[config.mk]
export PLATFORM = sky130hd
export DESIGN_NAME = ram_load_arbiter
export DESIGN_NICKNAME = d
export VERILOG_FILES = /design/src/rtl/ram_load_arbiter.sv
export SDC_FILE = /design/constraint.sdc
export NUM_CORES = 1
export LEC_CHECK = 0
export CAP_MARGIN = 20
export CORE_ASPECT_RATIO = 1.4
export CORE_MARGIN = 10
export CORE_UTILIZATION = 50
export CTS_CLUSTER_SIZE = 28
export DETAILED_ROUTE_END_ITERATION = 8
export DONT_BUFFER_PORTS = 1
export GPL_TIMING_DRIVEN = 0
export MAX_ROUTING_LAYER = met4
export PLACE_DENSITY = 0.79
export SLEW_MARGIN = 10
export SYNTH_ARGS = -nofsm -noshare
export SYNTH_HDL_FRONTEND = slang
export SYNTH_SLANG_ARGS = --single-unit
[constraint.sdc]
create_clock -name clk25 -period 2.3 [get_ports clk25]
set_input_delay 0.345 -clock clk25 [delete_from_list [all_inputs] [get_ports clk25]]
set_output_delay 0.345 -clock clk25 [all_outputs]
set_load 0.02 [all_outputs]
[src/rtl/ram_load_arbiter.sv]
// ram_load_arbiter: shares the system RAM port between the 6502 and the host
// download stream. Download bytes queue in a small FIFO and are written in the
// idle cycle right after each CPU clock enable. The CPU is held in reset for
// the whole load.
module ram_load_arbiter #(
    parameter int unsigned ADDR_W     = 13,
    parameter int unsigned FIFO_DEPTH = 4
) (
    input  logic              clk25,
    input  logic              rst,
    input  logic              cpu_clken,
    input  logic [ADDR_W-1:0] cpu_ab,
    input  logic              cpu_ram_cs,
    input  logic              cpu_we,
    input  logic [7:0]        cpu_dbo,
    input  logic              dl_active,
    input  logic              dl_wr,
    input  logic [15:0]       dl_addr,
    input  logic [7:0]        dl_data,
    output logic              dl_wait,
    output logic [ADDR_W-1:0] ram_addr,
    output logic              ram_we,
    output logic [7:0]        ram_din,
    output logic              cpu_hold_rst,
    output logic              load_done,
    output logic              overflow,
    output logic [ADDR_W:0]   bytes_loaded
);

    localparam int unsigned PTR_W    = (FIFO_DEPTH > 1) ? $clog2(FIFO_DEPTH) : 1;
    localparam int unsigned CNT_W    = PTR_W + 1;
    localparam int unsigned ENTRY_W  = ADDR_W + 8;
    localparam int unsigned LOADED_W = ADDR_W + 1;

    typedef enum logic [1:0] {
        S_IDLE  = 2'd0,
        S_LOAD  = 2'd1,
        S_DRAIN = 2'd2,
        S_DONE  = 2'd3
    } state_t;

    state_t              state_q, state_d;
    logic [PTR_W-1:0]    wr_ptr_q, wr_ptr_d;
    logic [PTR_W-1:0]    rd_ptr_q, rd_ptr_d;
    logic [CNT_W-1:0]    count_q, count_d;
    logic                clken_dly_q, clken_dly_d;
    logic                dl_wait_q, dl_wait_d;
    logic                hold_q, hold_d;
    logic                done_q, done_d;
    logic                overflow_q, overflow_d;
    logic [LOADED_W-1:0] loaded_q, loaded_d;
    logic [ENTRY_W-1:0]  fifo_mem [FIFO_DEPTH];

    logic                fifo_empty_c;
    logic                fifo_full_c;
    logic                in_range_c;
    logic                push_c;
    logic                drop_c;
    logic                dma_slot_c;
    logic [ENTRY_W-1:0]  head_c;

    // Write qualification and the one-per-CPU-cycle DMA slot
    always_comb begin
        fifo_empty_c = (count_q == CNT_W'(0));
        fifo_full_c  = (count_q == CNT_W'(FIFO_DEPTH));
        in_range_c   = (32'(dl_addr) < (32'd1 << ADDR_W));
        push_c       = dl_wr && (state_q == S_LOAD) && in_range_c && !fifo_full_c;
        drop_c       = dl_wr && (state_q == S_LOAD) && in_range_c && fifo_full_c;
        dma_slot_c   = ((state_q == S_LOAD) || (state_q == S_DRAIN)) && !fifo_empty_c
                       && !cpu_clken && clken_dly_q;
        head_c       = fifo_mem[rd_ptr_q];
    end

    // Load sequencing FSM and status flags
    always_comb begin
        state_d     = state_q;
        overflow_d  = overflow_q;
        loaded_d    = loaded_q;
        clken_dly_d = cpu_clken;
        case (state_q)
            S_IDLE: begin
                if (dl_active) begin
                    state_d    = S_LOAD;
                    overflow_d = 1'b0;
                    loaded_d   = '0;
                end
            end
            S_LOAD: begin
                if (!dl_active) begin
                    state_d = (fifo_empty_c && !push_c) ? S_DONE : S_DRAIN;
                end
            end
            S_DRAIN: begin
                if (dl_active) begin
                    state_d = S_LOAD;
                end else if (fifo_empty_c) begin
                    state_d = S_DONE;
                end
            end
            S_DONE: begin
                state_d = S_IDLE;
            end
            default: begin
                state_d = S_IDLE;
            end
        endcase
        if (drop_c) begin
            overflow_d = 1'b1;
        end
        // Saturates once the MSB (2^ADDR_W) is reached
        if (dma_slot_c && !loaded_q[ADDR_W]) begin
            loaded_d = loaded_q + LOADED_W'(1);
        end
        hold_d = (state_d != S_IDLE);
        done_d = (state_d == S_DONE);
    end

    // FIFO pointer and occupancy update
    always_comb begin
        wr_ptr_d = wr_ptr_q;
        rd_ptr_d = rd_ptr_q;
        count_d  = count_q;
        if (push_c) begin
            wr_ptr_d = wr_ptr_q + PTR_W'(1);
        end
        if (dma_slot_c) begin
            rd_ptr_d = rd_ptr_q + PTR_W'(1);
        end
        if (push_c && !dma_slot_c) begin
            count_d = count_q + CNT_W'(1);
        end else if (!push_c && dma_slot_c) begin
            count_d = count_q - CNT_W'(1);
        end
        dl_wait_d = (count_d >= CNT_W'(FIFO_DEPTH - 1));
    end

    // State and control registers
    always_ff @(posedge clk25 or posedge rst) begin
        if (rst) begin
            state_q     <= S_IDLE;
            wr_ptr_q    <= '0;
            rd_ptr_q    <= '0;
            count_q     <= '0;
            clken_dly_q <= 1'b0;
            dl_wait_q   <= 1'b0;
            hold_q      <= 1'b0;
            done_q      <= 1'b0;
            overflow_q  <= 1'b0;
            loaded_q    <= '0;
        end else begin
            state_q     <= state_d;
            wr_ptr_q    <= wr_ptr_d;
            rd_ptr_q    <= rd_ptr_d;
            count_q     <= count_d;
            clken_dly_q <= clken_dly_d;
            dl_wait_q   <= dl_wait_d;
            hold_q      <= hold_d;
            done_q      <= done_d;
            overflow_q  <= overflow_d;
            loaded_q    <= loaded_d;
        end
    end

    // FIFO storage; contents need no reset since pointers define validity
    always_ff @(posedge clk25) begin
        if (push_c) begin
            fifo_mem[wr_ptr_q] <= {dl_addr[ADDR_W-1:0], dl_data};
        end
    end

    // RAM port mux: DMA owns the slot cycle, CPU passes through otherwise
    always_comb begin
        ram_addr = cpu_ab;
        ram_din  = cpu_dbo;
        ram_we   = cpu_we && cpu_ram_cs;
        if (dma_slot_c) begin
            ram_addr = head_c[ENTRY_W-1:8];
            ram_din  = head_c[7:0];
            ram_we   = 1'b1;
        end
    end

    assign dl_wait      = dl_wait_q;
    assign cpu_hold_rst = hold_q;
    assign load_done    = done_q;
    assign overflow     = overflow_q;
    assign bytes_loaded = loaded_q;

endmodule

==> metrics.txt, run 1 <==
# TYPE chip_impl_metric gauge
chip_impl_metric{name="post_drt_wl_per_cell",unit="um"} 21.29
chip_impl_metric{name="final_max_slew_viol_count",unit=""} 0
chip_impl_info{name="violations",value="negative setup slack"} 1
chip_impl_metric{name="drv.max_cap_violation_count",unit=""} 0
chip_impl_metric{name="area.sequential",unit="um2"} 3223
chip_impl_metric{name="design.final.nets",unit=""} 400
chip_impl_metric{name="drc",unit=""} 0
chip_impl_metric{name="groute.layer.met2.usage",unit=""} 0.2528
chip_impl_metric{name="vdd.ir_drop.worst",unit="uV"} 602.8
chip_impl_metric{name="cp_num_buf_inv",unit=""} 3
chip_impl_metric{name="total_cell_area_at_the_placement_stage",unit="um2"} 5119
chip_impl_metric{name="die_h",unit="um"} 137.6
chip_impl_metric{name="initial_core_util",unit=""} 0.5164
chip_impl_metric{name="synthesis.instances",unit=""} 311
chip_impl_metric{name="detail_route.wirelength",unit="um"} 10090
chip_impl_metric{name="drtPass1Iterations",unit=""} 4
chip_impl_metric{name="crit_path_setup_slack_layout",unit="ns"} -0.1082
chip_impl_metric{name="critPathMaxStageDelay",unit="ns"} 0.38
chip_impl_metric{name="num_vias",unit=""} 2778
chip_impl_info{name="crit_chain",value="inv_2 -> ha_4 -> nand3b_1 -> nor2_4 -> buf_12 -> buf_8 -> mux2_4"} 1
chip_impl_metric{name="post-route-util",unit=""} 0.5993
chip_impl_metric{name="synth.net_count",unit=""} 374
chip_impl_metric{name="fin_worst_skew",unit="ns"} 0.006583
chip_impl_metric{name="power.density",unit="nW/um2"} 1056
chip_impl_metric{name="design.portCount",unit=""} 92
chip_impl_metric{name="gr-usage-met1",unit=""} 0.1512
chip_impl_metric{name="synth_cell_types",unit=""} 48
chip_impl_metric{name="synth_enable_flop_cells",unit=""} 84
chip_impl_metric{name="floorplan.die.width",unit="um"} 104.0
chip_impl_metric{name="grt_max_degree",unit=""} 22
chip_impl_info{name="grt.busiest_layer",value="met2"} 1
chip_impl_metric{name="total_leakage_power",unit="nW"} 2.082
chip_impl_metric{name="number_of_antenna_violations_at_the_first_check_in_global_routing",unit=""} 0
chip_impl_metric{name="postLayoutCellArea",unit="um2"} 5732
chip_impl_metric{name="clock_insertion_delay_worst_skew",unit="ns"} 0.34
chip_impl_metric{name="yosysWarningCount",unit=""} 0
chip_impl_metric{name="antenna_cells",unit=""} 0
chip_impl_metric{name="relSlewSlack",unit=""} 0.5846
chip_impl_metric{name="timing.final.setup_violations",unit=""} 18
chip_impl_metric{name="htree_num_levels",unit=""} 3
chip_impl_metric{name="avgSynthCellArea",unit="um2"} 15.88
chip_impl_info{name="min_path_type",value="in2reg"} 1
chip_impl_metric{name="total_cts_buffers",unit=""} 9
chip_impl_metric{name="post-dp-hpwl",unit="um"} 6866
chip_impl_metric{name="worst-endpoint-arrival",unit="ns"} 2.06
chip_impl_metric{name="cts_buffer_depth",unit=""} 2
chip_impl_metric{name="total_power",unit="mW"} 6.053
chip_impl_metric{name="row_count",unit=""} 42
chip_impl_metric{name="detail_route.vias_per_cell",unit=""} 5.861
chip_impl_info{name="synth_flop_cell",value="edfxtp_1"} 1
chip_impl_metric{name="maxClockFrequency",unit="GHz"} 0.4152
chip_impl_info{name="result_of_the_run",value="finished, violations left"} 1
chip_impl_metric{name="post_route_cells_drive_above_1_share",unit=""} 0.2895
chip_impl_metric{name="finalHoldViolCount",unit=""} 0
chip_impl_metric{name="port_buffers",unit=""} 0
chip_impl_metric{name="drtIter0Drc",unit=""} 118
chip_impl_metric{name="die_area",unit="um2"} 14310
chip_impl_metric{name="clock_sink_count",unit=""} 112
chip_impl_metric{name="congestion_overflow_gr",unit=""} 0
chip_impl_metric{name="worst-path-max-fanout",unit=""} 5
chip_impl_metric{name="final.period_utilization",unit=""} 1.047
chip_impl_metric{name="place.gp.congestion",unit=""} 0.8214
chip_impl_info{name="worst_setup_ep_type",value="output pin"} 1
chip_impl_metric{name="detailedPlace.worstSlack",unit="ns"} -0.3981
chip_impl_metric{name="multiInputGateArea",unit="um2"} 1739
chip_impl_metric{name="fillerInstances",unit=""} 723
chip_impl_metric{name="synth-async-reset-ratio",unit=""} 0.2500
chip_impl_info{name="commonest_cells_after_routing_fill_and_taps_aside",value="84 x edfxtp_1, 28 x dfrtp_1, 21 x nand2_1, 21 x mux4_2, 21 x mux2_4"} 1
chip_impl_metric{name="worst_slew_pin_slew",unit="ns"} 0.6224
chip_impl_metric{name="register_area_share_after_synthesis",unit=""} 0.6526
chip_impl_metric{name="core_region_area",unit="um2"} 9564
chip_impl_metric{name="syn2layout_area_growth",unit="%"} 16.06
chip_impl_metric{name="worstPathRequired",unit="ns"} 1.96
chip_impl_info{name="rsz_0062_raised_after_global_routing",value="yes"} 1
chip_impl_metric{name="use_met3",unit=""} 0.06171
chip_impl_metric{name="path_clk_slew",unit="ns"} 0.08
chip_impl_info{name="critical_path.slowest_cell",value="dfrtp_1"} 1
chip_impl_info{name="layout_commonest_cell",value="edfxtp_1"} 1
chip_impl_info{name="cts_tree",value="done"} 1
chip_impl_info{name="worst_path_dominant_cell_family",value="flip-flops"} 1
chip_impl_metric{name="groute.usage.overall",unit=""} 0.1482
chip_impl_info{name="cts-root-buf",value="clkbuf_16"} 1
chip_impl_info{name="setup.worst_path.start_class",value="flop"} 1
chip_impl_metric{name="drtAntennaViolNets",unit=""} 0
chip_impl_metric{name="synth.cell_area",unit="um2"} 4938
chip_impl_info{name="timing.setup.critical_path_class",value="reg2out"} 1
chip_impl_metric{name="layout_min_cycle_time",unit="ns"} 2.408
chip_impl_metric{name="global_route_wire_length_before_repair",unit="um"} 16150
chip_impl_metric{name="ys_ff_latch",unit=""} 112
chip_impl_metric{name="vias_in_the_first_global_route",unit=""} 3011
-- area by class of cell --
cell class,instances,area share
Multi-Input combinational cell,176,0.3034
Timing Repair Buffer,15,0.02838
Tap cell,132,0.02881
Clock inverter,7,0.01310
Buffer,11,0.01681
Inverter,12,0.007859
Sequential cell,112,0.5623
Clock buffer,9,0.03929
-- state kept, by name, summed over array words and instances, names as in the netlist --
register      flops
fifo_mem         84
bytes_loaded     14
count_q           3
rd_ptr_q          2
state_q           2
wr_ptr_q          2
clken_dly_q       1
cpu_hold_rst      1
dl_wait           1
load_done         1
overflow          1
-- what timing repair did --
action | CTS | global route
hold endpoints to repair | 13 | 0
gates cloned | 2 | 0
buffers inserted | 10 | 2
pin swaps | 3 | 2
setup endpoints to repair | 105 | 107
hold buffers | 1 | 0
gates resized for setup | 50 | 3
-- per-layer routing --
metal	vias up	part of all wire
met5	-	0
met4	0	0.014
met3	10	0.088
met2	89	0.53
met1	1395	0.37
li1	1284	-
-- worst register-to-register path: cells and delay by family, from the launching register on --
kind	cells	cell delay [ns]
fa+ha+maj	1	0.16
flops	1	0.39
buf+inv	2	0.23
simple gates	1	0.64
compound gates	1	0.48
-- worst paths after layout --
kind                            startpoint         endpoint  slack, ns  depth (start not counted)
worst min-delay path             cpu_clken      clken_dly_q       0.02                          0
worst max register to register  count_q[1]  fifo_mem[3][19]       0.04                          5
min in group asynchronous              rst        load_done       0.51                          2
worst min register to register  count_q[0]       count_q[0]       0.61                          2
worst max-delay path            state_q[1]      ram_addr[6]      -0.11                          7
max in group asynchronous              rst  bytes_loaded[9]       1.27                          3
-- through the flow --
step | std cells | setup TNS (ns) | hold WS (ns)
final | 474 | -1.545 | 0.02097
after global routing | 474 | -14.15 | 0.01228
after CTS | 473 | -0.9201 | 0.01402
after detailed placement | 444 | -36.31 | 0.3451
after global placement | 443 | -36.48 | 0.3766
after floorplan | 311 | 0 | 0.3764
-- cells in the mapped netlist (2+ instances only) --
master,number,share of area
buf_2,7,0.0071
mux2_2,21,0.048
clkbuf_1,3,0.0023
ha_1,11,0.028
xnor2_1,5,0.0089
inv_1,12,0.0091
and3_1,8,0.010
o22ai_1,2,0.0025
o21bai_1,2,0.0030
nor3_1,3,0.0030
nand2_1,21,0.016
a211oi_1,3,0.0046
mux2i_1,2,0.0041
nand3b_1,4,0.0061
and3b_1,2,0.0035
o21ai_0,8,0.0081
nand4_1,3,0.0038
or3_1,2,0.0025
nand3_1,8,0.0081
a21oi_1,5,0.0051
o211ai_1,6,0.0091
edfxtp_1,84,0.51
dfrtp_1,28,0.14
a21o_1,6,0.0091
nor2_1,7,0.0053
a31oi_1,6,0.0076
mux4_2,21,0.096
-- logic make-up (layout without fill, tap and decap cells) --
family,Yosys count,count (layout),share of synthesized area
AND/OR/NAND/NOR,68,68,0.07449
adder cells (fa/ha/maj),11,11,0.02787
flip-flops,112,112,0.6526
buffers and inverters,23,54,0.02001
AO/OA/AOI/OAI,48,48,0.06841
XOR/XNOR,5,5,0.008867
multiplexers,44,44,0.1477
-- power by group --
part	switching (mW)	internal (mW)	total, mW
sequential	0.144	2.32	2.46
combinational	1.03	1.04	2.07
clock	0.747	0.769	1.52
total	1.93	4.13	6.05
Power figures use the tool's default switching activity.
==> inputs of run 2 (changes only) <==
--- a/config.mk
+++ b/config.mk
@@ -14,7 +14,7 @@
 export DONT_BUFFER_PORTS = 1
 export GPL_TIMING_DRIVEN = 0
 export MAX_ROUTING_LAYER = met4
-export PLACE_DENSITY = 0.79
+export PLACE_DENSITY = 0.76
 export SLEW_MARGIN = 10
 export SYNTH_ARGS = -nofsm -noshare
 export SYNTH_HDL_FRONTEND = slang
==> constraint.sdc (replaced) <==
create_clock -name clk25 -period 3.1 [get_ports clk25]
set_input_delay 0.465 -clock clk25 [delete_from_list [all_inputs] [get_ports clk25]]
set_output_delay 0.465 -clock clk25 [all_outputs]
set_load 0.02 [all_outputs]
==> metrics.txt, run 2 (same netlist as run 1, synthesis figures left out) <==
# TYPE chip_impl_metric gauge
chip_impl_metric{name="final_layout_worst_hold_slack",unit="ns"} 0.07624
chip_impl_info{name="cts_tree",value="done"} 1
chip_impl_metric{name="number_of_antenna_violations_at_the_first_check_in_global_routing",unit=""} 0
chip_impl_metric{name="post_drt_wl_per_cell",unit="um"} 21.67
chip_impl_metric{name="initial_core_util",unit=""} 0.5164
chip_impl_metric{name="port_buffers",unit=""} 0
chip_impl_metric{name="groute.usage.overall",unit=""} 0.1447
chip_impl_metric{name="post_cts_setup_buffers",unit=""} 0
chip_impl_metric{name="worst_slew_pin_slew",unit="ns"} 1.082
chip_impl_info{name="crit_chain",value="inv_1 -> ha_1 -> nor2b_1 -> buf_2 -> nor2_2 -> buf_2 -> mux2_2"} 1
chip_impl_metric{name="use_met3",unit=""} 0.05704
chip_impl_metric{name="core_region_area",unit="um2"} 9564
chip_impl_metric{name="syn2layout_area_growth",unit="%"} 11.48
chip_impl_metric{name="largest_register_ffs",unit=""} 84
chip_impl_metric{name="fin_worst_skew",unit="ns"} 0.008314
chip_impl_info{name="critPathMostFrequentCell",value="buf_2"} 1
chip_impl_metric{name="final.period_utilization",unit=""} 0.9395
chip_impl_metric{name="row_count",unit=""} 42
chip_impl_metric{name="worst-endpoint-arrival",unit="ns"} 2.45
chip_impl_info{name="layout_commonest_cell",value="edfxtp_1"} 1
chip_impl_metric{name="drtIter0Drc",unit=""} 148
chip_impl_metric{name="power.density",unit="nW/um2"} 784.4
chip_impl_metric{name="post-route-util",unit=""} 0.5756
chip_impl_metric{name="crit_path_setup_slack_layout",unit="ns"} 0.1876
chip_impl_metric{name="detail_route.vias_per_cell",unit=""} 5.952
chip_impl_metric{name="clock_insertion_delay_worst_skew",unit="ns"} 0.35
chip_impl_metric{name="die_h",unit="um"} 137.6
chip_impl_metric{name="detailedPlace.worstSlack",unit="ns"} 0.3664
chip_impl_info{name="result_of_the_run",value="completed"} 1
chip_impl_metric{name="cts.repair.resized",unit=""} 0
chip_impl_metric{name="detail_route.wirelength",unit="um"} 10010
chip_impl_metric{name="groute.layer.met2.usage",unit=""} 0.2468
chip_impl_metric{name="worst-path-max-fanout",unit=""} 10
chip_impl_info{name="grt.busiest_layer",value="met2"} 1
chip_impl_info{name="timing.setup.critical_path_class",value="reg2out"} 1
chip_impl_metric{name="place.gp.congestion",unit=""} 0.7841
chip_impl_info{name="rsz_0062_raised_after_global_routing",value="no"} 1
chip_impl_metric{name="gr-usage-met1",unit=""} 0.1497
chip_impl_info{name="largest-register",value="fifo_mem"} 1
chip_impl_metric{name="total_power",unit="mW"} 4.318
chip_impl_metric{name="critPathMaxStageDelay",unit="ns"} 0.43
chip_impl_metric{name="maxClockFrequency",unit="GHz"} 0.3434
chip_impl_metric{name="die_area",unit="um2"} 14310
chip_impl_metric{name="grt_max_degree",unit=""} 22
chip_impl_metric{name="cp_num_buf_inv",unit=""} 3
chip_impl_metric{name="vdd.ir_drop.worst",unit="uV"} 379.6
chip_impl_metric{name="congestion_overflow_gr",unit=""} 0
chip_impl_metric{name="num_vias",unit=""} 2750
chip_impl_metric{name="drc",unit=""} 0
chip_impl_metric{name="floorplan.die.width",unit="um"} 104.0
chip_impl_metric{name="worstPathRequired",unit="ns"} 2.63
chip_impl_metric{name="design.final.nets",unit=""} 388
chip_impl_metric{name="hold_buffers",unit=""} 0
chip_impl_info{name="critical_path.slowest_cell",value="mux2_2"} 1
chip_impl_info{name="setup.worst_path.start_class",value="flop"} 1
chip_impl_metric{name="total_cts_buffers",unit=""} 9
chip_impl_metric{name="worst-r2r-setup-slack",unit="ns"} 0.39
chip_impl_metric{name="layout_min_cycle_time",unit="ns"} 2.912
chip_impl_metric{name="design.portCount",unit=""} 92
chip_impl_info{name="worst_setup_ep_type",value="output pin"} 1
chip_impl_metric{name="drtPass1Iterations",unit=""} 4
chip_impl_info{name="timing.critical_path.from",value="count_q[0]"} 1
chip_impl_metric{name="htree_num_levels",unit=""} 3
chip_impl_metric{name="post-dp-hpwl",unit="um"} 7029
chip_impl_info{name="cts-root-buf",value="clkbuf_16"} 1
chip_impl_metric{name="worstRegToRegCells",unit=""} 4
chip_impl_metric{name="path_clk_slew",unit="ns"} 0.07
chip_impl_info{name="worst_path_dominant_cell_family",value="buffers and inverters"} 1
chip_impl_metric{name="timing.final.setup_violations",unit=""} 0
chip_impl_metric{name="setup_total_negative_slack",unit="ns"} 0
chip_impl_metric{name="post_route_cells_drive_above_1_share",unit=""} 0.2273
chip_impl_metric{name="final_max_slew_viol_count",unit=""} 0
chip_impl_metric{name="global_route_wire_length_before_repair",unit="um"} 15600
chip_impl_metric{name="drtAntennaViolNets",unit=""} 0
chip_impl_metric{name="finalHoldViolCount",unit=""} 0
chip_impl_metric{name="cts_buffer_depth",unit=""} 2
chip_impl_info{name="commonest_cells_after_routing_fill_and_taps_aside",value="84 x edfxtp_1, 28 x dfrtp_1, 21 x nand2_1, 21 x mux4_2, 21 x mux2_2"} 1
chip_impl_metric{name="vias_in_the_first_global_route",unit=""} 2862
chip_impl_info{name="min_path_type",value="in2async"} 1
chip_impl_metric{name="total_leakage_power",unit="nW"} 1.952
chip_impl_metric{name="drv.max_cap_violation_count",unit=""} 0
chip_impl_metric{name="antenna_cells",unit=""} 0
chip_impl_metric{name="relSlewSlack",unit=""} 0.2787
chip_impl_metric{name="clock_sink_count",unit=""} 112
chip_impl_info{name="reg_to_reg_endpoint",value="fifo_mem[3][12]"} 1
chip_impl_info{name="critical_r2r_launch",value="count_q[0]"} 1
## run 2: changes by cell type in the layout (fill, tap and decap cells not counted), sizes merged
cell,delta
dlygate4sd3,-1
bufinv,+2
buf,-12
clkinv,-1
clkbuf,+1
inv,-1
## run 2: power breakdown
part	internal [mW]	switching [mW]	leakage, nW
combinational	0.562	0.679	0.674
clock	0.717	0.526	0.160
sequential	1.72	0.113	1.12
total	3.00	1.32	1.95
## run 2: how the worst max path moves through the flow
stage               cells past startpoint              end  slack (ns)
floorplan                               7      ram_addr[0]        0.81
global placement                        4  fifo_mem[0][17]        0.41
detailed placement                      4  fifo_mem[3][14]        0.37
CTS                                     7      ram_addr[9]        0.02
global route                            7       ram_din[4]       0.004
finish                                  7       ram_din[4]        0.19
## run 2: final cells by class
class                           count  area, um2
Timing Repair Buffer                3      70.07
Sequential cell                   112       3223
Fill cell                         757       4059
Buffer                             11      56.30
Clock inverter                      7      101.3
Multi-Input combinational cell    176       1619
Clock buffer                        9      225.2
Tap cell                          132      165.2
Inverter                           12      45.04
## run 2: layer usage
layer | vias to the layer above | wire, um | share of wire
met5 | - | 0 | 0
met4 | 0 | 180 | 0.018
met3 | 15 | 863 | 0.086
met2 | 108 | 5128 | 0.51
met1 | 1376 | 3840 | 0.38
li1 | 1251 | - | -
## run 2: worst reg2reg max path, stage by stage, from the launching register on
cell	delay (ns)
dfrtp_1	0.42
inv_1	0.10
ha_1	0.29
a211oi_1	0.54
and3_1	0.97
## run 2: stage by stage
step                std cells  area [um2]
finish                    462        5505
global route              462        5505
CTS                       460        5458
detailed placement        444        5131
global placement          443        5104
floorplan                 311        4938
